**src/rtl/rv32i_inst_encoder.sv**
```systemverilog
// rv32i_inst_encoder
//
// Encodes RV32I instructions from field-level descriptors and writes each
// 32-bit word into instruction memory at a self-incrementing address. It is
// used by the boot/self-test path to load a program before the core runs.
//
// Handshake: a descriptor is consumed at a rising edge where in_valid and
// in_ready are both high. in_valid may be asserted at any time; in_ready is
// combinational (low while full or while start is high). Once consumed, a
// descriptor cannot be withdrawn. Legal descriptors produce exactly one
// imem_we pulse in the following cycle; illegal ones produce none and set err.
//
// Ports
//   clk, rst_n     clock (rising edge), asynchronous active-low reset
//   start          restart load: clears pointer, count and err
//   in_valid       descriptor valid
//   in_ready       encoder can accept a descriptor
//   op_class       0 R, 1 I-alu, 2 load, 3 jalr, 4 store, 5 branch, 6 jal,
//                  7 lui, 8 auipc
//   funct3, alt    funct3 field; funct7[5] for R-type and shift-immediates
//   rd, rs1, rs2   register indices
//   imm            unencoded immediate / byte offset
//   imem_we        IMEM write strobe, one cycle per word
//   imem_addr      IMEM byte address
//   imem_wdata     encoded instruction
//   count          legal descriptors accepted since reset/start
//   full           count == 2**DEPTH_LOG2
//   err            sticky illegal-descriptor flag

module rv32i_inst_encoder #(
    parameter int unsigned DEPTH_LOG2 = 10,
    parameter logic [31:0] BASE_ADDR  = 32'h0000_0000
) (
    input  logic                  clk,
    input  logic                  rst_n,
    input  logic                  start,
    input  logic                  in_valid,
    output logic                  in_ready,
    input  logic [3:0]            op_class,
    input  logic [2:0]            funct3,
    input  logic                  alt,
    input  logic [4:0]            rd,
    input  logic [4:0]            rs1,
    input  logic [4:0]            rs2,
    input  logic [31:0]           imm,
    output logic                  imem_we,
    output logic [31:0]           imem_addr,
    output logic [31:0]           imem_wdata,
    output logic [DEPTH_LOG2:0]   count,
    output logic                  full,
    output logic                  err
);

    localparam int unsigned CW = DEPTH_LOG2 + 1;
    localparam logic [CW-1:0] CAP = {1'b1, {DEPTH_LOG2{1'b0}}};

    localparam logic [6:0] OP_R      = 7'b0110011;
    localparam logic [6:0] OP_IMM    = 7'b0010011;
    localparam logic [6:0] OP_LOAD   = 7'b0000011;
    localparam logic [6:0] OP_JALR   = 7'b1100111;
    localparam logic [6:0] OP_STORE  = 7'b0100011;
    localparam logic [6:0] OP_BRANCH = 7'b1100011;
    localparam logic [6:0] OP_JAL    = 7'b1101111;
    localparam logic [6:0] OP_LUI    = 7'b0110111;
    localparam logic [6:0] OP_AUIPC  = 7'b0010111;

    logic [CW-1:0] count_q, count_d;
    logic          err_q, err_d;
    logic          we_q, we_d;
    logic [31:0]   addr_q, addr_d;
    logic [31:0]   wdata_q, wdata_d;

    logic [31:0]   word;
    logic          illegal;
    logic          hs;

    // ------------------------------------------------------------------
    // Instruction encoder
    // ------------------------------------------------------------------
    always_comb begin
        word    = 32'h0;
        illegal = 1'b0;
        case (op_class)
            4'd0: begin
                word = {1'b0, alt, 5'b0, rs2, rs1, funct3, rd, OP_R};
                // Only add/sub and srl/sra have an alternate form.
                if (alt && (funct3 != 3'b000) && (funct3 != 3'b101))
                    illegal = 1'b1;
            end
            4'd1: begin
                if ((funct3 == 3'b001) || (funct3 == 3'b101)) begin
                    word = {1'b0, alt, 5'b0, imm[4:0], rs1, funct3, rd, OP_IMM};
                    if (alt && (funct3 == 3'b001))
                        illegal = 1'b1;
                end else begin
                    // alt has no meaning for the non-shift immediates.
                    word = {imm[11:0], rs1, funct3, rd, OP_IMM};
                end
            end
            4'd2: begin
                word = {imm[11:0], rs1, funct3, rd, OP_LOAD};
                if ((funct3 == 3'b011) || (funct3 == 3'b110) || (funct3 == 3'b111))
                    illegal = 1'b1;
            end
            4'd3: begin
                word = {imm[11:0], rs1, 3'b000, rd, OP_JALR};
            end
            4'd4: begin
                word = {imm[11:5], rs2, rs1, funct3, imm[4:0], OP_STORE};
                if (funct3[2] || (funct3[1:0] == 2'b11))
                    illegal = 1'b1;
            end
            4'd5: begin
                word = {imm[12], imm[10:5], rs2, rs1, funct3, imm[4:1], imm[11], OP_BRANCH};
                if ((funct3 == 3'b010) || (funct3 == 3'b011) || imm[0])
                    illegal = 1'b1;
            end
            4'd6: begin
                word = {imm[20], imm[10:1], imm[11], imm[19:12], rd, OP_JAL};
                if (imm[0])
                    illegal = 1'b1;
            end
            4'd7: word = {imm[31:12], rd, OP_LUI};
            4'd8: word = {imm[31:12], rd, OP_AUIPC};
            default: illegal = 1'b1;
        endcase
    end

    // ------------------------------------------------------------------
    // Handshake and write pointer
    // ------------------------------------------------------------------
    assign full     = (count_q == CAP);
    assign in_ready = !full && !start;
    assign hs       = in_valid && in_ready;

    always_comb begin
        count_d = count_q;
        err_d   = err_q;
        we_d    = 1'b0;
        addr_d  = addr_q;
        wdata_d = wdata_q;
        if (start) begin
            // hs is already blocked by in_ready while start is high.
            count_d = '0;
            err_d   = 1'b0;
            addr_d  = BASE_ADDR;
        end else if (hs) begin
            if (illegal) begin
                err_d = 1'b1;
            end else begin
                we_d    = 1'b1;
                addr_d  = BASE_ADDR + 32'({count_q, 2'b00});
                wdata_d = word;
                count_d = count_q + CW'(1);
            end
        end
    end

    always_ff @(posedge clk or negedge rst_n) begin
        if (!rst_n) begin
            count_q <= '0;
            err_q   <= 1'b0;
            we_q    <= 1'b0;
            addr_q  <= BASE_ADDR;
            wdata_q <= 32'h0;
        end else begin
            count_q <= count_d;
            err_q   <= err_d;
            we_q    <= we_d;
            addr_q  <= addr_d;
            wdata_q <= wdata_d;
        end
    end

    assign imem_we    = we_q;
    assign imem_addr  = addr_q;
    assign imem_wdata = wdata_q;
    assign count      = count_q;
    assign err        = err_q;

endmodule

```
**config.mk**
```make
export PLATFORM = sky130hd
export DESIGN_NAME = rv32i_inst_encoder
export DESIGN_NICKNAME = d
export VERILOG_FILES = /design/src/rtl/rv32i_inst_encoder.sv
export SDC_FILE = /design/constraint.sdc
export NUM_CORES = 1
export LEC_CHECK = 0
export CAP_MARGIN = 5
export CORE_UTILIZATION = 60
export DETAILED_ROUTE_END_ITERATION = 16
export DONT_BUFFER_PORTS = 1
export PLACE_DENSITY = 0.78
export SETUP_SLACK_MARGIN = 0.4
export SYNTH_ARGS = -nofsm -noshare
export SYNTH_HDL_FRONTEND = slang
export SYNTH_SLANG_ARGS = --single-unit
```
**constraint.sdc**
```tcl
create_clock -name clk -period 5.3 [get_ports clk]
set_input_delay 1.06 -clock clk [delete_from_list [all_inputs] [get_ports clk]]
set_output_delay 1.06 -clock clk [all_outputs]
set_load 0.005 [all_outputs]
```
Word-level counts from Yosys, hierarchy flattened:

Cells that the tools add are included.

* reductions and logical operators: 21
* magnitude comparators: 0
* equality and inequality tests: 18
* div/mod/pow operators: 0
* multipliers: 0
* multiplexer cells: 22
* bitwise logic cells: 2
* shift-type cells: 0
* $add $sub $neg: 1

Operators with widths (number)
* case mux 32 bit (9 select lines): 1
* 2-to-1 mux 32 bit: 4
* 2-to-1 mux 11 bit: 3
* == test 4 x 3 -> 1 bit (second input constant): 4
* 2-to-1 mux 1 bit: 13
* adder 11 x 1 -> 11 bit (second input constant): 1
* == test 11 bit (second input constant): 1
* == test 3 bit (second input constant): 3
* == test 4 x 2 -> 1 bit (second input constant): 2
* case mux 1 bit (7 select lines): 1
* == test 3 x 2 -> 1 bit (second input constant): 2
* logical OR 1 bit: 6
* logical AND 1 bit: 5
* == test 4 x 1 -> 1 bit (second input constant): 1
* == test 4 bit (second input constant): 1
* zero test 4 bit: 1
* AND reduction 2 bit: 2
* nonzero test 2 bit: 2
* == test 3 x 1 -> 1 bit (second input constant): 1
* != test 3 bit (second input constant): 1
* AND reduction 3 bit: 1
* nonzero test 3 bit: 1
* OR reduction 3 bit: 1
* == test 2 bit (second input constant): 1
* 3 further kinds: 5

* bits of input ports: 59
* bits in latches: 0
* logic and storage cells: 69
* bits in writable memories: 0
* memories: 0
* flip-flop bits (word level): 77
* bits in read-only memories: 0

Logic depth before layout (Yosys ltp):

Gate-level depths: netlist (run 1).

* word-level depth: 8
* gate-level depth with buffers: 10
* gate-level depth less buffers: 8

Worst setup path after synthesis (run 1):

OpenSTA, ideal clock, no wires.

* path kind: input-to-reg
* start point: in op_class[0]
* end point: reg count_q[5] (netlist: count[5])
* stages: 7
* required time: 5176 ps
* arrival: 2352 ps
* path slack: 2824 ps
* buffers on the path: 1
* path through: or3_1 > a22oi_1 > nand4_2 > inv_2 > buf_4 > nor2_4 > a211o_1

* word-level cells in the longest chain between the ends: 5
* elaborated cells between the ends (all ways): 13

Ends and longest elaborated chain
* start, declared: RTL line 39 `input logic [3:0] op_class,`
* == test 4 bit (tied with other cells): RTL line 83 `case (op_class)`
* OR reduction 3 bit (no source line)
* case mux 1 bit (7 select lines) (*): RTL line 83
* != test 2 bit (no source line) (*)
* AND reduction 2 bit (no source line) (*)
* end signal, assigned: RTL line 167 `count_q <= count_d;`
* end, declared: RTL line 67 `logic [CW-1:0] count_q, count_d;`

Mark *: on every way between the ends. The rest lies on a longest branch, timed or not.
A chain may end at the register's enable or synchronous reset.

Final worst setup path (run 1):

* start point: in op_class[0]
* end point: reg count_q[8] (netlist: count[8])

Same word-level chain as after synthesis.

==> impl_results.html, run 1 <==
<table>
<tr><th>Metric</th><th>Value</th></tr>
<tr><th colspan="2">CTS</th></tr>
<tr><td>Post-CTS clock slew at the launch and capture registers of the worst setup and hold paths</td><td>0.10 ns</td></tr>
<tr><td>TritonCTS clock tree</td><td>built</td></tr>
<tr><td>Number of sinks on the clock net</td><td>55</td></tr>
<tr><td>CTS Root Cell</td><td>sky130_fd_sc_hd__clkbuf_8</td></tr>
<tr><td>CTS Hold Buffers Added</td><td>0</td></tr>
<tr><td>Maximum root-to-sink buffer count</td><td>2</td></tr>
<tr><td>TritonCTS Buffers</td><td>5</td></tr>
<tr><td>Post-CTS setup-driven buffer insertion count</td><td>0</td></tr>
<tr><td>Post-CTS Resized</td><td>0</td></tr>
<tr><td>Level count of the clock H-tree</td><td>2</td></tr>
<tr><td>Clock latency at the later pin of the worst-skew pair</td><td>0.31 ns</td></tr>
<tr><th colspan="2">Routing</th></tr>
<tr><td>Avg Vias per Cell</td><td>6.48</td></tr>
<tr><td>Routed length per placed instance</td><td>18.7 µm</td></tr>
<tr><td>Drt pass-1 iters</td><td>5</td></tr>
<tr><td>Detailed-route DRC error count</td><td>0</td></tr>
<tr><td>Number of nets with antenna violations after routing</td><td>0</td></tr>
<tr><td>Total via count in the routed design</td><td>2606</td></tr>
<tr><td>Final WL</td><td>7520 µm</td></tr>
<tr><td>Number of DRC markers in iteration 0</td><td>212</td></tr>
<tr><th colspan="2">GRT</th></tr>
<tr><td>Overall global routing resource usage</td><td>0.265</td></tr>
<tr><td>Global-route wire length before repair</td><td>11200 µm</td></tr>
<tr><td>Overall overflow remaining after global route</td><td>0</td></tr>
<tr><td>Antenna violations before repair</td><td>0</td></tr>
<tr><td>Vias in the first global route</td><td>2224</td></tr>
<tr><td>Largest net degree at the start of global routing</td><td>57</td></tr>
<tr><th colspan="2">Finish</th></tr>
<tr><td>Share of post-route cells with drive strength above 1</td><td>0.0627</td></tr>
<tr><td>Final antenna diode count</td><td>0</td></tr>
<tr><td>Final instance count without filler cells</td><td>402</td></tr>
<tr><td>Cell area after layout</td><td>3130 µm²</td></tr>
<tr><td>Final layout net count</td><td>395</td></tr>
<tr><td>Area growth syn-to-layout</td><td>-0.0796%</td></tr>
<tr><th colspan="2">Floorplan</th></tr>
<tr><td>Rows</td><td>25</td></tr>
<tr><td>Top-Level Pins</td><td>138</td></tr>
<tr><td>Initial cell density of the core</td><td>0.643</td></tr>
<tr><td>Height of the chip</td><td>74.3 µm</td></tr>
<tr><td>Width of the chip</td><td>74.3 µm</td></tr>
<tr><td>Placeable core region</td><td>4880 µm²</td></tr>
<tr><td>Die Outline Area</td><td>5520 µm²</td></tr>
<tr><th colspan="2">STA</th></tr>
<tr><td>Peak Freq</td><td>350 MHz</td></tr>
<tr><td>Setup repair after global routing missed its margin</td><td>no</td></tr>
<tr><td>Relative max-transition margin</td><td>0.389</td></tr>
<tr><td>Period Utilization, post-route</td><td>0.540</td></tr>
<tr><td>TNS Setup</td><td>0 ns</td></tr>
<tr><td>Number of endpoints with negative hold slack in the final report</td><td>0</td></tr>
<tr><td>Final setup violation count</td><td>0</td></tr>
<tr><td>Worst Slack Setup Final</td><td>2.44 ns</td></tr>
<tr><td>Pins over their slew limit</td><td>0</td></tr>
<tr><td>Maximum clock skew at final layout</td><td>0.00262 ns</td></tr>
<tr><td>Final worst path period need</td><td>2.86 ns</td></tr>
<tr><td>Worst slew pin tran</td><td>0.916 ns</td></tr>
<tr><th colspan="2">Synthesis</th></tr>
<tr><td>Post-Synth Simple-Gate Area</td><td>0.234</td></tr>
<tr><td>Post-synth ARST share</td><td>1.00</td></tr>
<tr><td>Syn_area_per_cell</td><td>8.99 µm²</td></tr>
<tr><td>Yosys warning count</td><td>0</td></tr>
<tr><td>Adder-Cell Fraction of Synth Area</td><td>0.00798</td></tr>
<tr><td>Mux contribution to synthesized area</td><td>0.00359</td></tr>
<tr><td>Distinct cell type count of the synthesized netlist</td><td>46</td></tr>
<tr><td>Dominant synthesized flop cell</td><td>sky130_fd_sc_hd__dfrtp_1</td></tr>
<tr><td>Top-area cell type share of the netlist area</td><td>0.439</td></tr>
<tr><td>Main combinational cell family by area after synthesis</td><td>simple AND/OR/NAND/NOR gates</td></tr>
<tr><td>Dominant cells by area after synthesis</td><td>sky130_fd_sc_hd__dfrtp_1 44%, sky130_fd_sc_hd__nor2_1 6.6%, sky130_fd_sc_hd__buf_4 6.0%</td></tr>
<tr><td>Post-Synth XOR/XNOR Area</td><td>0.00558</td></tr>
<tr><td>Number of synthesized flops with an enable pin</td><td>0</td></tr>
<tr><td>Share of synthesized area occupied by flip-flops and latches</td><td>0.439</td></tr>
<tr><td>Most numerous cell types in the synthesized netlist</td><td>55 x sky130_fd_sc_hd__dfrtp_1, 55 x sky130_fd_sc_hd__nor2_1, 37 x sky130_fd_sc_hd__nand2_1, 25 x sky130_fd_sc_hd__buf_4, 19 x sky130_fd_sc_hd__a221oi_1</td></tr>
<tr><td>Post-Syn Area</td><td>3140 µm²</td></tr>
<tr><td>Number of storage elements in the synthesis netlist</td><td>55</td></tr>
<tr><td>Library cell occupying the most area in the post-synthesis netlist</td><td>sky130_fd_sc_hd__dfrtp_1</td></tr>
<tr><td>Number of instances in the synthesized netlist</td><td>349</td></tr>
<tr><td>Share of the synthesized area in compound gates (AO/OA/AOI/OAI)</td><td>0.215</td></tr>
<tr><th colspan="2">Critical path</th></tr>
<tr><td>Worst Setup EP</td><td>count[8]$_DFFE_PN0P_</td></tr>
<tr><td>Source of the critical timing path</td><td>op_class[0]</td></tr>
<tr><td>Signal arrival time at the worst endpoint</td><td>3.06 ns</td></tr>
<tr><td>Critical path start-end classification</td><td>in -&gt; reg</td></tr>
<tr><td>Largest fanout of any net on the critical path</td><td>56</td></tr>
<tr><td>Element type at the critical path start</td><td>primary input</td></tr>
<tr><td>Worst r2r dst</td><td>count[8]$_DFFE_PN0P_</td></tr>
<tr><td>Worst endpoint required time</td><td>5.50 ns</td></tr>
<tr><td>Worst setup slack for register-to-register paths</td><td>2.65 ns</td></tr>
<tr><td>Path depth of the worst reg2reg path</td><td>8</td></tr>
<tr><td>R2r startpoint</td><td>count[0]$_DFFE_PN0P_</td></tr>
<tr><td>CP endpoint kind</td><td>flop</td></tr>
<tr><th colspan="2">Placed design</th></tr>
<tr><td>Instance count after placement with tap cells included</td><td>394</td></tr>
<tr><td>HPWL Detailed</td><td>5210 µm</td></tr>
<tr><td>Placer Congestion</td><td>0.824</td></tr>
<tr><td>Placed instance area</td><td>3040 µm²</td></tr>
<tr><td>Dpl ws</td><td>2.15 ns</td></tr>
<tr><td>Port-buffer cells</td><td>0</td></tr>
<tr><th colspan="2">Outcome</th></tr>
<tr><td>Status</td><td>finished clean</td></tr>
<tr><th colspan="2">Power</th></tr>
<tr><td>Power per unit of standard cell area</td><td>284 nW/µm²</td></tr>
<tr><td>Worst-case vdd ir drop</td><td>0.121 mV</td></tr>
<tr><td>Static leakage power</td><td>1.42 nW</td></tr>
<tr><th colspan="2">Run</th></tr>
<tr><td>Max-capacitance violation count</td><td>0</td></tr>
<tr><th colspan="2">Worst hold path</th></tr>
<tr><td>Path type of the worst min-delay path</td><td>in -&gt; async</td></tr>
</table>
-- flip-flops by register name, summed over array words and instances (netlist names) --
register / flops
count: 11
err: 1
imem_addr: 11
imem_wdata: 31
imem_we: 1
-- placed cells by master, fill, tap and decap left out, drive strengths merged, types with 5 or more instances in the layout --
cell type,instances
o21ai,9
clkbuf,6
a221oi,19
and3,6
o21a,5
o221ai,5
nand3b,11
nor2,56
nand3,6
a21oi,8
dfrtp,55
a22oi,11
nand2,37
nor3b,5
nor2b,5
a22o,8
nand2b,5
a211o,7
inv,6
conb,21
nor3,10
-- layout make-up --
class	instances	area [µm²]
sequential	55	1380
clock buffer	6	82.6
timing repair buffer	1	7.51
clock inverter	2	16.3
multi-input combinational	264	1540
fill	430	1750
tap	67	83.8
inverter	7	26.3
-- worst min-delay path by stage --
stage / from / to / slack (ns)
final: rst_n / imem_addr[9]$_DFFE_PN0P_ / 0.43
after global routing: rst_n / imem_wdata[30]$_DFFE_PN0P_ / 0.42
after CTS: rst_n / imem_addr[9]$_DFFE_PN0P_ / 0.43
after detailed placement: imem_wdata[4]$_DFFE_PN0P_ / imem_wdata[4]$_DFFE_PN0P_ / 0.50
after global placement: imem_wdata[4]$_DFFE_PN0P_ / imem_wdata[4]$_DFFE_PN0P_ / 0.49
after floorplan: imem_wdata[4]$_DFFE_PN0P_ / imem_wdata[4]$_DFFE_PN0P_ / 0.46
-- critical path, cell delays in order --
cell	delay, ns
sky130_fd_sc_hd__or3_1	0.38
sky130_fd_sc_hd__a22oi_1	0.28
sky130_fd_sc_hd__nand4_2	0.14
sky130_fd_sc_hd__inv_2	0.68
sky130_fd_sc_hd__nor2_4	0.15
sky130_fd_sc_hd__a211o_1	0.33
-- cell families (layout without fill, tap and decap cells) --
logic type | count (synthesis) | in the layout
other | 1 | 21
AO/OA/AOI/OAI | 87 | 87
adder cells (fa/ha/maj) | 2 | 2
buffers and inverters | 50 | 16
flip-flops | 55 | 55
multiplexers | 1 | 1
AND/OR/NAND/NOR | 151 | 151
XOR/XNOR | 2 | 2
-- layer usage --
metal / up-vias / global-route usage / routed length [µm]
met5: - / 0 / 0
met4: 0 / 0.0482 / 44
met3: 4 / 0.0894 / 928
met2: 154 / 0.411 / 3420
met1: 1265 / 0.368 / 3130
li1: 1183 / - / -
-- stage by stage --
stage           util  total power, mW  hold WS (ns)
2_1_floorplan      -            0.639         0.463
3_3_place_gp   0.622            0.646         0.495
3_5_place_dp   0.622            0.653         0.499
4_1_cts        0.642            0.896         0.428
5_1_grt        0.642            0.936         0.416
6_report       0.642            0.891         0.433
-- power breakdown --
part	total (mW)	switching, mW	leakage (nW)	internal [mW]
registers	0.526	0.0497	0.695	0.476
logic	0.118	0.0663	0.675	0.0520
clock network	0.247	0.140	0.0474	0.107
total	0.891	0.256	1.42	0.635
No activity file was read; power rests on OpenSTA's default activity.
==> run 2: changes to the inputs <==
--- a/config.mk
+++ b/config.mk
@@ -6,10 +6,10 @@
 export NUM_CORES = 1
 export LEC_CHECK = 0
 export CAP_MARGIN = 5
-export CORE_UTILIZATION = 60
+export CORE_UTILIZATION = 57
 export DETAILED_ROUTE_END_ITERATION = 16
 export DONT_BUFFER_PORTS = 1
-export PLACE_DENSITY = 0.78
+export PLACE_DENSITY = 0.77
 export SETUP_SLACK_MARGIN = 0.4
 export SYNTH_ARGS = -nofsm -noshare
 export SYNTH_HDL_FRONTEND = slang
==> constraint.sdc (replaced) <==
create_clock -name clk -period 2.4 [get_ports clk]
set_input_delay 0.48 -clock clk [delete_from_list [all_inputs] [get_ports clk]]
set_output_delay 0.48 -clock clk [all_outputs]
set_load 0.005 [all_outputs]
==> run 2 against run 1 <==
  * Sequential share of layout area fell by 4.6 points
  * Power up 120%
  * Worst setup slack worse by 2.1 ns
  * Global-route usage rose by 0.67 points
  * Final area up 12%
  * Sequential power increased by 120%
  * Flip-flop and latch count unchanged
  * Wire length increased by 10%
  * Core utilization grew 3.1 points
  * Clock skew is 0.0045 ns higher
==> impl_results.html, run 2 (synthesis gave the netlist of run 1 again) <==
<table>
<tr><th>Metric</th><th>Value</th></tr>
<tr><th colspan="2">Critical path</th></tr>
<tr><td>Cells along the critical path</td><td>inv_2 &gt; ha_1 &gt; and4_4 &gt; nor3b_4 &gt; nand4_4 &gt; buf_6 &gt; clkbuf_16 &gt; nor3_4 &gt; a211o_1 (was or3_1 &gt; a22oi_1 &gt; nand4_2 &gt; inv_2 &gt; nor2_4 &gt; a211o_1)</td></tr>
<tr><td>CP max stage delay</td><td>0.41 ns (was 0.68 ns)</td></tr>
<tr><td>CP endpoint kind</td><td>flop (unchanged)</td></tr>
<tr><td>Signal arrival time at the worst endpoint</td><td>2.28 ns (was 3.06 ns)</td></tr>
<tr><td>Largest fanout of any net on the critical path</td><td>12 (was 56)</td></tr>
<tr><td>Standard cell with the maximum stage delay on the critical path</td><td>sky130_fd_sc_hd__dfrtp_1 (was sky130_fd_sc_hd__inv_2)</td></tr>
<tr><td>Largest delay contributor family on the critical path</td><td>simple AND/OR/NAND/NOR gates (was buffers and inverters)</td></tr>
<tr><td>Buffers and inverters on the worst path</td><td>3 (was 1)</td></tr>
<tr><td>Worst endpoint required time</td><td>2.66 ns (was 5.50 ns)</td></tr>
<tr><td>Critical path start-end classification</td><td>reg -&gt; reg (was in -&gt; reg)</td></tr>
<tr><td>Element type at the critical path start</td><td>flop (was primary input)</td></tr>
<tr><th colspan="2">GRT</th></tr>
<tr><td>Antenna violations before repair</td><td>0 (unchanged)</td></tr>
<tr><td>Overall overflow remaining after global route</td><td>0 (unchanged)</td></tr>
<tr><td>Overall global routing resource usage</td><td>0.272 (was 0.265)</td></tr>
<tr><td>Largest net degree at the start of global routing</td><td>56 (was 57)</td></tr>
<tr><td>Global-route wire length before repair</td><td>12700 µm (was 11200 µm)</td></tr>
<tr><td>Vias in the first global route</td><td>2527 (was 2224)</td></tr>
<tr><th colspan="2">Run</th></tr>
<tr><td>Max-capacitance violation count</td><td>0 (unchanged)</td></tr>
<tr><th colspan="2">Routing</th></tr>
<tr><td>Total via count in the routed design</td><td>2709 (was 2606)</td></tr>
<tr><td>Routed length per placed instance</td><td>19.3 µm (was 18.7 µm)</td></tr>
<tr><td>Met3 WL</td><td>846 µm (was 928 µm)</td></tr>
<tr><td>Final WL</td><td>8280 µm (was 7520 µm)</td></tr>
<tr><td>Highest metal used</td><td>met4 (unchanged)</td></tr>
<tr><td>Number of DRC markers in iteration 0</td><td>232 (was 212)</td></tr>
<tr><td>Wl on met1</td><td>3410 µm (was 3130 µm)</td></tr>
<tr><td>Avg Vias per Cell</td><td>6.31 (was 6.48)</td></tr>
<tr><td>Drt pass-1 iters</td><td>4 (was 5)</td></tr>
<tr><td>Detailed-route DRC error count</td><td>0 (unchanged)</td></tr>
<tr><td>Routed length on met2</td><td>3910 µm (was 3420 µm)</td></tr>
<tr><td>Number of nets with antenna violations after routing</td><td>0 (unchanged)</td></tr>
<tr><th colspan="2">STA</th></tr>
<tr><td>Relative max-transition margin</td><td>0.571 (was 0.389)</td></tr>
<tr><td>TNS Setup</td><td>0 ns (unchanged)</td></tr>
<tr><td>Final worst path period need</td><td>2.02 ns</td></tr>
<tr><td>Worst slew pin tran</td><td>0.638 ns (was 0.916 ns)</td></tr>
<tr><td>Post-Route Hold Slack</td><td>0.0206 ns (was 0.433 ns)</td></tr>
<tr><td>Pins over their slew limit</td><td>0 (unchanged)</td></tr>
<tr><td>Final setup violation count</td><td>0 (unchanged)</td></tr>
<tr><td>Period Utilization, post-route</td><td>0.844</td></tr>
<tr><td>Setup repair after global routing missed its margin</td><td>yes (was no)</td></tr>
<tr><td>Number of endpoints with negative hold slack in the final report</td><td>0 (unchanged)</td></tr>
<tr><td>Maximum clock skew at final layout</td><td>0.00711 ns (was 0.00262 ns)</td></tr>
<tr><td>Worst Slack Setup Final</td><td>0.375 ns (was 2.44 ns)</td></tr>
<tr><td>Peak Freq</td><td>494 MHz</td></tr>
<tr><th colspan="2">Finish</th></tr>
<tr><td>Final layout net count</td><td>419 (was 395)</td></tr>
<tr><td>Final antenna diode count</td><td>0 (unchanged)</td></tr>
<tr><td>Commonest cells after routing, fill and taps aside</td><td>55 x sky130_fd_sc_hd__nor2_1, 54 x sky130_fd_sc_hd__dfrtp_1, 37 x sky130_fd_sc_hd__nand2_1 (was 55 x sky130_fd_sc_hd__nor2_1, 55 x sky130_fd_sc_hd__dfrtp_1, 37 x sky130_fd_sc_hd__nand2_1)</td></tr>
<tr><td>Share of post-route cells with drive strength above 1</td><td>0.164 (was 0.0627)</td></tr>
<tr><td>Area growth syn-to-layout</td><td>11.6% (was -0.0796%)</td></tr>
<tr><td>Final instance count without filler cells</td><td>429 (was 402)</td></tr>
<tr><td>Most common cell after layout, fill and taps aside</td><td>sky130_fd_sc_hd__nor2_1</td></tr>
<tr><td>Layout filler cell count</td><td>431 (was 430)</td></tr>
<tr><td>Largest register FFs</td><td>31 (unchanged)</td></tr>
<tr><th colspan="2">Floorplan</th></tr>
<tr><td>Die Outline Area</td><td>5800 µm² (was 5520 µm²)</td></tr>
<tr><td>Rows</td><td>26 (was 25)</td></tr>
<tr><td>Height of the chip</td><td>76.2 µm (was 74.3 µm)</td></tr>
<tr><td>Placeable core region</td><td>5200 µm² (was 4880 µm²)</td></tr>
<tr><td>Top-Level Pins</td><td>138 (unchanged)</td></tr>
<tr><td>Width of the chip</td><td>76.2 µm (was 74.3 µm)</td></tr>
<tr><td>Initial cell density of the core</td><td>0.603 (was 0.643)</td></tr>
<tr><th colspan="2">CTS</th></tr>
<tr><td>TritonCTS Buffers</td><td>5 (unchanged)</td></tr>
<tr><td>Level count of the clock H-tree</td><td>2 (unchanged)</td></tr>
<tr><td>Number of sinks on the clock net</td><td>55 (unchanged)</td></tr>
<tr><td>TritonCTS clock tree</td><td>built (unchanged)</td></tr>
<tr><td>Clock latency at the later pin of the worst-skew pair</td><td>0.31 ns (about the same)</td></tr>
<tr><td>Post-CTS clock slew at the launch and capture registers of the worst setup and hold paths</td><td>0.10 ns (about the same)</td></tr>
<tr><td>Maximum root-to-sink buffer count</td><td>2 (unchanged)</td></tr>
<tr><td>CTS Root Cell</td><td>sky130_fd_sc_hd__clkbuf_8 (unchanged)</td></tr>
<tr><th colspan="2">Placed design</th></tr>
<tr><td>Dpl ws</td><td>0.201 ns (was 2.15 ns)</td></tr>
<tr><td>Port-buffer cells</td><td>0 (unchanged)</td></tr>
<tr><td>Placer Congestion</td><td>0.854 (was 0.824)</td></tr>
<tr><td>Instance count after placement with tap cells included</td><td>412 (was 394)</td></tr>
<tr><td>HPWL Detailed</td><td>5300 µm (was 5210 µm)</td></tr>
<tr><th colspan="2">Power</th></tr>
<tr><td>Worst-case vdd ir drop</td><td>0.308 mV (was 0.121 mV)</td></tr>
<tr><td>Power per unit of standard cell area</td><td>571 nW/µm² (was 284 nW/µm²)</td></tr>
<tr><td>Static leakage power</td><td>1.60 nW (was 1.42 nW)</td></tr>
<tr><th colspan="2">Worst hold path</th></tr>
<tr><td>Path type of the worst min-delay path</td><td>in -&gt; async (unchanged)</td></tr>
<tr><th colspan="2">Outcome</th></tr>
<tr><td>Status</td><td>finished clean (unchanged)</td></tr>
</table>
==> run 2: area by class of cell <==
class / count / area [µm²] / area share
clock buffer: 5 / 68.8 / 0.0196
clock inverter: 3 / 20.0 / 0.00572
inverter: 7 / 28.8 / 0.00822
multi-input combinational: 264 / 1640 / 0.469
sequential: 55 / 1380 / 0.393
tap: 70 / 87.6 / 0.0250
timing repair buffer: 25 / 278 / 0.0793
==> run 2: what timing repair did <==
item / in CTS / in global routing
gates resized for setup: 6 / 21
gates cloned: 0 / 3
setup buffers: 2 / 3
pin swaps: 0 / 1
endpoints found under the hold margin: 55 / 0
hold buffers: 1 / 0
endpoints found under the setup margin: 29 / 45
==> run 2: where the power goes <==
part	total [mW]	switching [mW]	internal (mW)
clock network	0.513	0.309	0.204
registers	1.16	0.105	1.05
logic	0.331	0.180	0.150
total	2.00	0.595	1.40
==> run 2: layer usage <==
layer,track usage,up-vias
met5,0,-
met4,0.0635,0
met3,0.0778,15
met2,0.419,155
met1,0.380,1304
li1,-,1235
==> run 2: worst reg2reg max path, stage by stage (launching register included) <==
cell and delay (ns):
sky130_fd_sc_hd__dfrtp_1 0.41, sky130_fd_sc_hd__inv_2 0.06, sky130_fd_sc_hd__ha_1 0.19, sky130_fd_sc_hd__and4_4 0.21
sky130_fd_sc_hd__nor3b_4 0.23, sky130_fd_sc_hd__nand4_4 0.21, sky130_fd_sc_hd__buf_6 0.20, sky130_fd_sc_hd__clkbuf_16 0.16
sky130_fd_sc_hd__nor3_4 0.17, sky130_fd_sc_hd__a211o_1 0.12
==> run 2: worst paths after layout <==
kind,start,to,slack [ns],cells past startpoint
setup / recovery,count[0]$_DFFE_PN0P_,count[4]$_DFFE_PN0P_,0.38,9
hold / removal,rst_n,imem_addr[10]$_DFFE_PN0P_,0.02,1
setup reg to reg,count[0]$_DFFE_PN0P_,count[4]$_DFFE_PN0P_,0.38,9
hold reg to reg,imem_wdata[4]$_DFFE_PN0P_,imem_wdata[4]$_DFFE_PN0P_,0.52,2
max in group asynchronous,rst_n,imem_wdata[31]$_DFFE_PN0P_,2.15,1
min in group clk,start,err$_DFFE_PN0P_,0.22,1
==> run 2: stage by stage <==
stage | instance area (µm²) | util | power, mW
after floorplan | 3210 | - | 1.41
after global placement | 3150 | 0.606 | 1.43
after detailed placement | 3150 | 0.606 | 1.45
after CTS | 3310 | 0.635 | 1.98
after global routing | 3500 | 0.673 | 2.10
final | 3500 | 0.673 | 2.00
==> run 3: changes to the inputs <==
--- a/config.mk
+++ b/config.mk
@@ -6,10 +6,10 @@
 export NUM_CORES = 1
 export LEC_CHECK = 0
 export CAP_MARGIN = 5
-export CORE_UTILIZATION = 57
+export CORE_UTILIZATION = 60
 export DETAILED_ROUTE_END_ITERATION = 16
 export DONT_BUFFER_PORTS = 1
-export PLACE_DENSITY = 0.77
+export PLACE_DENSITY = 0.78
 export SETUP_SLACK_MARGIN = 0.4
 export SYNTH_ARGS = -nofsm -noshare
 export SYNTH_HDL_FRONTEND = slang
==> constraint.sdc (replaced) <==
create_clock -name clk -period 1.9 [get_ports clk]
set_input_delay 0.38 -clock clk [delete_from_list [all_inputs] [get_ports clk]]
set_output_delay 0.38 -clock clk [all_outputs]
set_load 0.005 [all_outputs]
==> run 3 against run 2 <==
  * The run now ends with negative hold slack, negative setup slack left
  * Worst setup slack got worse by 0.43 ns
  * Clock skew increased by 0.0033 ns
  * Core utilization increased by 9.5 points
  * Wire length grew 3.3%
  * Largest power group unchanged
  * Count of clock-buffer cells in the layout is the same
  * Flip-flop and latch count stayed put
  * Hold slack worse by 0.27 ns
  * Clock power increased by 54%
  * Sequential share of layout area decreased by 2.6 points
==> impl_results.html, run 3 (synthesis gave the netlist of run 1 again) <==
<table>
<tr><th>Metric</th><th>Value</th></tr>
<tr><th colspan="2">Placed design</th></tr>
<tr><td>Placer Congestion</td><td>0.826 (was 0.854)</td></tr>
<tr><td>Port-buffer cells</td><td>0 (unchanged)</td></tr>
<tr><td>Placed instance area</td><td>3270 µm² (was 3150 µm²)</td></tr>
<tr><td>HPWL Detailed</td><td>5470 µm (was 5300 µm)</td></tr>
<tr><td>Dpl ws</td><td>-0.0806 ns (was 0.201 ns)</td></tr>
<tr><th colspan="2">CTS</th></tr>
<tr><td>Maximum root-to-sink buffer count</td><td>2 (unchanged)</td></tr>
<tr><td>Post-CTS clock slew at the launch and capture registers of the worst setup and hold paths</td><td>0.10 ns (about the same)</td></tr>
<tr><td>Level count of the clock H-tree</td><td>2 (unchanged)</td></tr>
<tr><td>TritonCTS Buffers</td><td>5 (unchanged)</td></tr>
<tr><td>Clock latency at the later pin of the worst-skew pair</td><td>0.31 ns (about the same)</td></tr>
<tr><td>CTS Root Cell</td><td>sky130_fd_sc_hd__clkbuf_8 (unchanged)</td></tr>
<tr><td>Number of sinks on the clock net</td><td>55 (unchanged)</td></tr>
<tr><td>TritonCTS clock tree</td><td>built (unchanged)</td></tr>
<tr><th colspan="2">STA</th></tr>
<tr><td>Final worst path period need</td><td>1.95 ns (was 2.02 ns)</td></tr>
<tr><td>Worst Slack Setup Final</td><td>-0.0533 ns (was 0.375 ns)</td></tr>
<tr><td>Relative max-transition margin</td><td>0.612 (was 0.571)</td></tr>
<tr><td>TNS Setup</td><td>-0.316 ns (was 0 ns)</td></tr>
<tr><td>Peak Freq</td><td>512 MHz (was 494 MHz)</td></tr>
<tr><td>Number of endpoints with negative hold slack in the final report</td><td>55 (was 0)</td></tr>
<tr><td>Maximum clock skew at final layout</td><td>0.0104 ns (was 0.00711 ns)</td></tr>
<tr><td>Worst slew pin tran</td><td>0.578 ns (was 0.638 ns)</td></tr>
<tr><td>Setup repair after global routing missed its margin</td><td>yes (unchanged)</td></tr>
<tr><td>Final setup violation count</td><td>13 (was 0)</td></tr>
<tr><td>Period Utilization, post-route</td><td>1.03 (was 0.844)</td></tr>
<tr><td>Post-Route Hold Slack</td><td>-0.251 ns (was 0.0206 ns)</td></tr>
<tr><td>Pins over their slew limit</td><td>0 (unchanged)</td></tr>
<tr><th colspan="2">Critical path</th></tr>
<tr><td>Signal arrival time at the worst endpoint</td><td>2.16 ns (was 2.28 ns)</td></tr>
<tr><td>Critical path start-end classification</td><td>reg -&gt; reg (unchanged)</td></tr>
<tr><td>Worst setup slack for register-to-register paths</td><td>-0.05 ns (was 0.38 ns)</td></tr>
<tr><td>Worst r2r dst</td><td>imem_addr[7]$_DFFE_PN0P_ (was count[4]$_DFFE_PN0P_)</td></tr>
<tr><td>Element type at the critical path start</td><td>flop (unchanged)</td></tr>
<tr><td>Largest fanout of any net on the critical path</td><td>5 (was 12)</td></tr>
<tr><td>Path depth of the worst reg2reg path</td><td>10 (was 9)</td></tr>
<tr><td>Worst endpoint required time</td><td>2.10 ns (was 2.66 ns)</td></tr>
<tr><td>R2r startpoint</td><td>count[0]$_DFFE_PN0P_ (unchanged)</td></tr>
<tr><td>CP endpoint kind</td><td>flop (unchanged)</td></tr>
<tr><th colspan="2">GRT</th></tr>
<tr><td>Vias in the first global route</td><td>2586 (was 2527)</td></tr>
<tr><td>Global-route wire length before repair</td><td>12800 µm (was 12700 µm)</td></tr>
<tr><td>Overall overflow remaining after global route</td><td>0 (unchanged)</td></tr>
<tr><td>Overall global routing resource usage</td><td>0.308 (was 0.272)</td></tr>
<tr><td>Antenna violations before repair</td><td>0 (unchanged)</td></tr>
<tr><td>Largest net degree at the start of global routing</td><td>56 (unchanged)</td></tr>
<tr><th colspan="2">Routing</th></tr>
<tr><td>Number of DRC markers in iteration 0</td><td>229 (was 232)</td></tr>
<tr><td>Routed length per placed instance</td><td>19.5 µm (was 19.3 µm)</td></tr>
<tr><td>Detailed-route DRC error count</td><td>0 (unchanged)</td></tr>
<tr><td>Avg Vias per Cell</td><td>6.36 (was 6.31)</td></tr>
<tr><td>Final WL</td><td>8550 µm (was 8280 µm)</td></tr>
<tr><td>Drt pass-1 iters</td><td>4 (unchanged)</td></tr>
<tr><td>Total via count in the routed design</td><td>2794 (was 2709)</td></tr>
<tr><td>Number of nets with antenna violations after routing</td><td>0 (unchanged)</td></tr>
<tr><th colspan="2">Finish</th></tr>
<tr><td>Largest register FFs</td><td>31 (unchanged)</td></tr>
<tr><td>Register cell area after layout</td><td>1380 µm² (unchanged)</td></tr>
<tr><td>Area growth syn-to-layout</td><td>19.4% (was 11.6%)</td></tr>
<tr><td>Multi-input logic area</td><td>1710 µm² (was 1640 µm²)</td></tr>
<tr><td>Layout filler cell count</td><td>326 (was 431)</td></tr>
<tr><td>Share of post-route cells with drive strength above 1</td><td>0.223 (was 0.164)</td></tr>
<tr><td>Final layout net count</td><td>432 (was 419)</td></tr>
<tr><td>Cell area after layout</td><td>3750 µm² (was 3500 µm²)</td></tr>
<tr><td>Final antenna diode count</td><td>0 (unchanged)</td></tr>
<tr><td>Commonest cells after routing, fill and taps aside</td><td>54 x sky130_fd_sc_hd__dfrtp_1, 53 x sky130_fd_sc_hd__nor2_1, 36 x sky130_fd_sc_hd__nand2_1 (was 55 x sky130_fd_sc_hd__nor2_1, 54 x sky130_fd_sc_hd__dfrtp_1, 37 x sky130_fd_sc_hd__nand2_1)</td></tr>
<tr><td>Most common cell after layout, fill and taps aside</td><td>sky130_fd_sc_hd__dfrtp_1 (was sky130_fd_sc_hd__nor2_1)</td></tr>
<tr><th colspan="2">Floorplan</th></tr>
<tr><td>Top-Level Pins</td><td>138 (unchanged)</td></tr>
<tr><td>Height of the chip</td><td>74.3 µm (was 76.2 µm)</td></tr>
<tr><td>Width of the chip</td><td>74.3 µm (was 76.2 µm)</td></tr>
<tr><td>Rows</td><td>25 (was 26)</td></tr>
<tr><td>Initial cell density of the core</td><td>0.643 (was 0.603)</td></tr>
<tr><td>Placeable core region</td><td>4880 µm² (was 5200 µm²)</td></tr>
<tr><td>Die Outline Area</td><td>5520 µm² (was 5800 µm²)</td></tr>
<tr><th colspan="2">Run</th></tr>
<tr><td>Max-capacitance violation count</td><td>0 (unchanged)</td></tr>
<tr><th colspan="2">Worst hold path</th></tr>
<tr><td>Path type of the worst min-delay path</td><td>in -&gt; async (unchanged)</td></tr>
<tr><th colspan="2">Power</th></tr>
<tr><td>Worst-case vdd ir drop</td><td>0.494 mV (was 0.308 mV)</td></tr>
<tr><td>Power per unit of standard cell area</td><td>720 nW/µm² (was 571 nW/µm²)</td></tr>
<tr><td>Static leakage power</td><td>1.71 nW (was 1.60 nW)</td></tr>
<tr><td>Design Power</td><td>2.70 mW (was 2.00 mW)</td></tr>
<tr><th colspan="2">Outcome</th></tr>
<tr><td>Status</td><td>finished, violations left (was finished clean)</td></tr>
<tr><td>Violations in the final reports</td><td>negative hold slack, negative setup slack</td></tr>
</table>
run 3: stage by stage:
step,instances,util
global route,439,0.768
detailed placement,420,0.671
finish,439,0.768
global placement,420,0.671
CTS,438,0.750
floorplan,369,-
run 3: where the power goes:
part | leakage [nW] | switching [mW] | total, mW | internal [mW]
Clock | 0.0548 | 0.393 | 0.790 | 0.397
Combinational | 0.965 | 0.228 | 0.449 | 0.221
Sequential | 0.693 | 0.130 | 1.46 | 1.33
run 3: worst max path at each step:
| stage | startpoint | cells past startpoint | to |
|---|---|---|---|
| floorplan | count[0]$_DFFE_PN0P_ | 9 | count[6]$_DFFE_PN0P_ |
| global placement | count[6]$_DFFE_PN0P_ | 8 | count[8]$_DFFE_PN0P_ |
| detailed placement | op_class[0] | 8 | imem_wdata[16]$_DFFE_PN0P_ |
| CTS | count[7]$_DFFE_PN0P_ | 4 | in_ready |
| global route | count[0]$_DFFE_PN0P_ | 10 | imem_addr[7]$_DFFE_PN0P_ |
| finish | count[0]$_DFFE_PN0P_ | 10 | imem_addr[7]$_DFFE_PN0P_ |
run 3: cell type report:
cell class                 count  share of cell area
timing repair buffer          38               0.116
sequential                    55               0.368
clock inverter                 3              0.0124
multi-input combinational    264               0.456
clock buffer                   5              0.0184
inverter                       7             0.00768
tap                           67              0.0224
run 3: critical path, stage by stage (launching register included):
cell and delay, ns:
sky130_fd_sc_hd__dfrtp_1 0.37, sky130_fd_sc_hd__inv_2 0.06, sky130_fd_sc_hd__ha_4 0.15, sky130_fd_sc_hd__and4_4 0.15
sky130_fd_sc_hd__nor3b_4 0.28, sky130_fd_sc_hd__nand4_4 0.21, sky130_fd_sc_hd__buf_8 0.22, sky130_fd_sc_hd__buf_12 0.13
sky130_fd_sc_hd__buf_16 0.12, sky130_fd_sc_hd__nand3b_1 0.08, sky130_fd_sc_hd__nand2_1 0.07
run 3: timing repair:
action	CTS	global route
pin swaps	11	3
gates resized for setup	27	15
buffers inserted	6	1
cloned	4	0
hold endpoints to repair	55	55
setup endpoints to repair	56	57
run 3: per-layer routing:
metal,wire [µm],vias to the layer above,track usage
met5,0,-,0
met4,201,0,0.122
met3,928,20,0.0867
met2,4140,175,0.488
met1,3290,1337,0.402
li1,-,1262,-
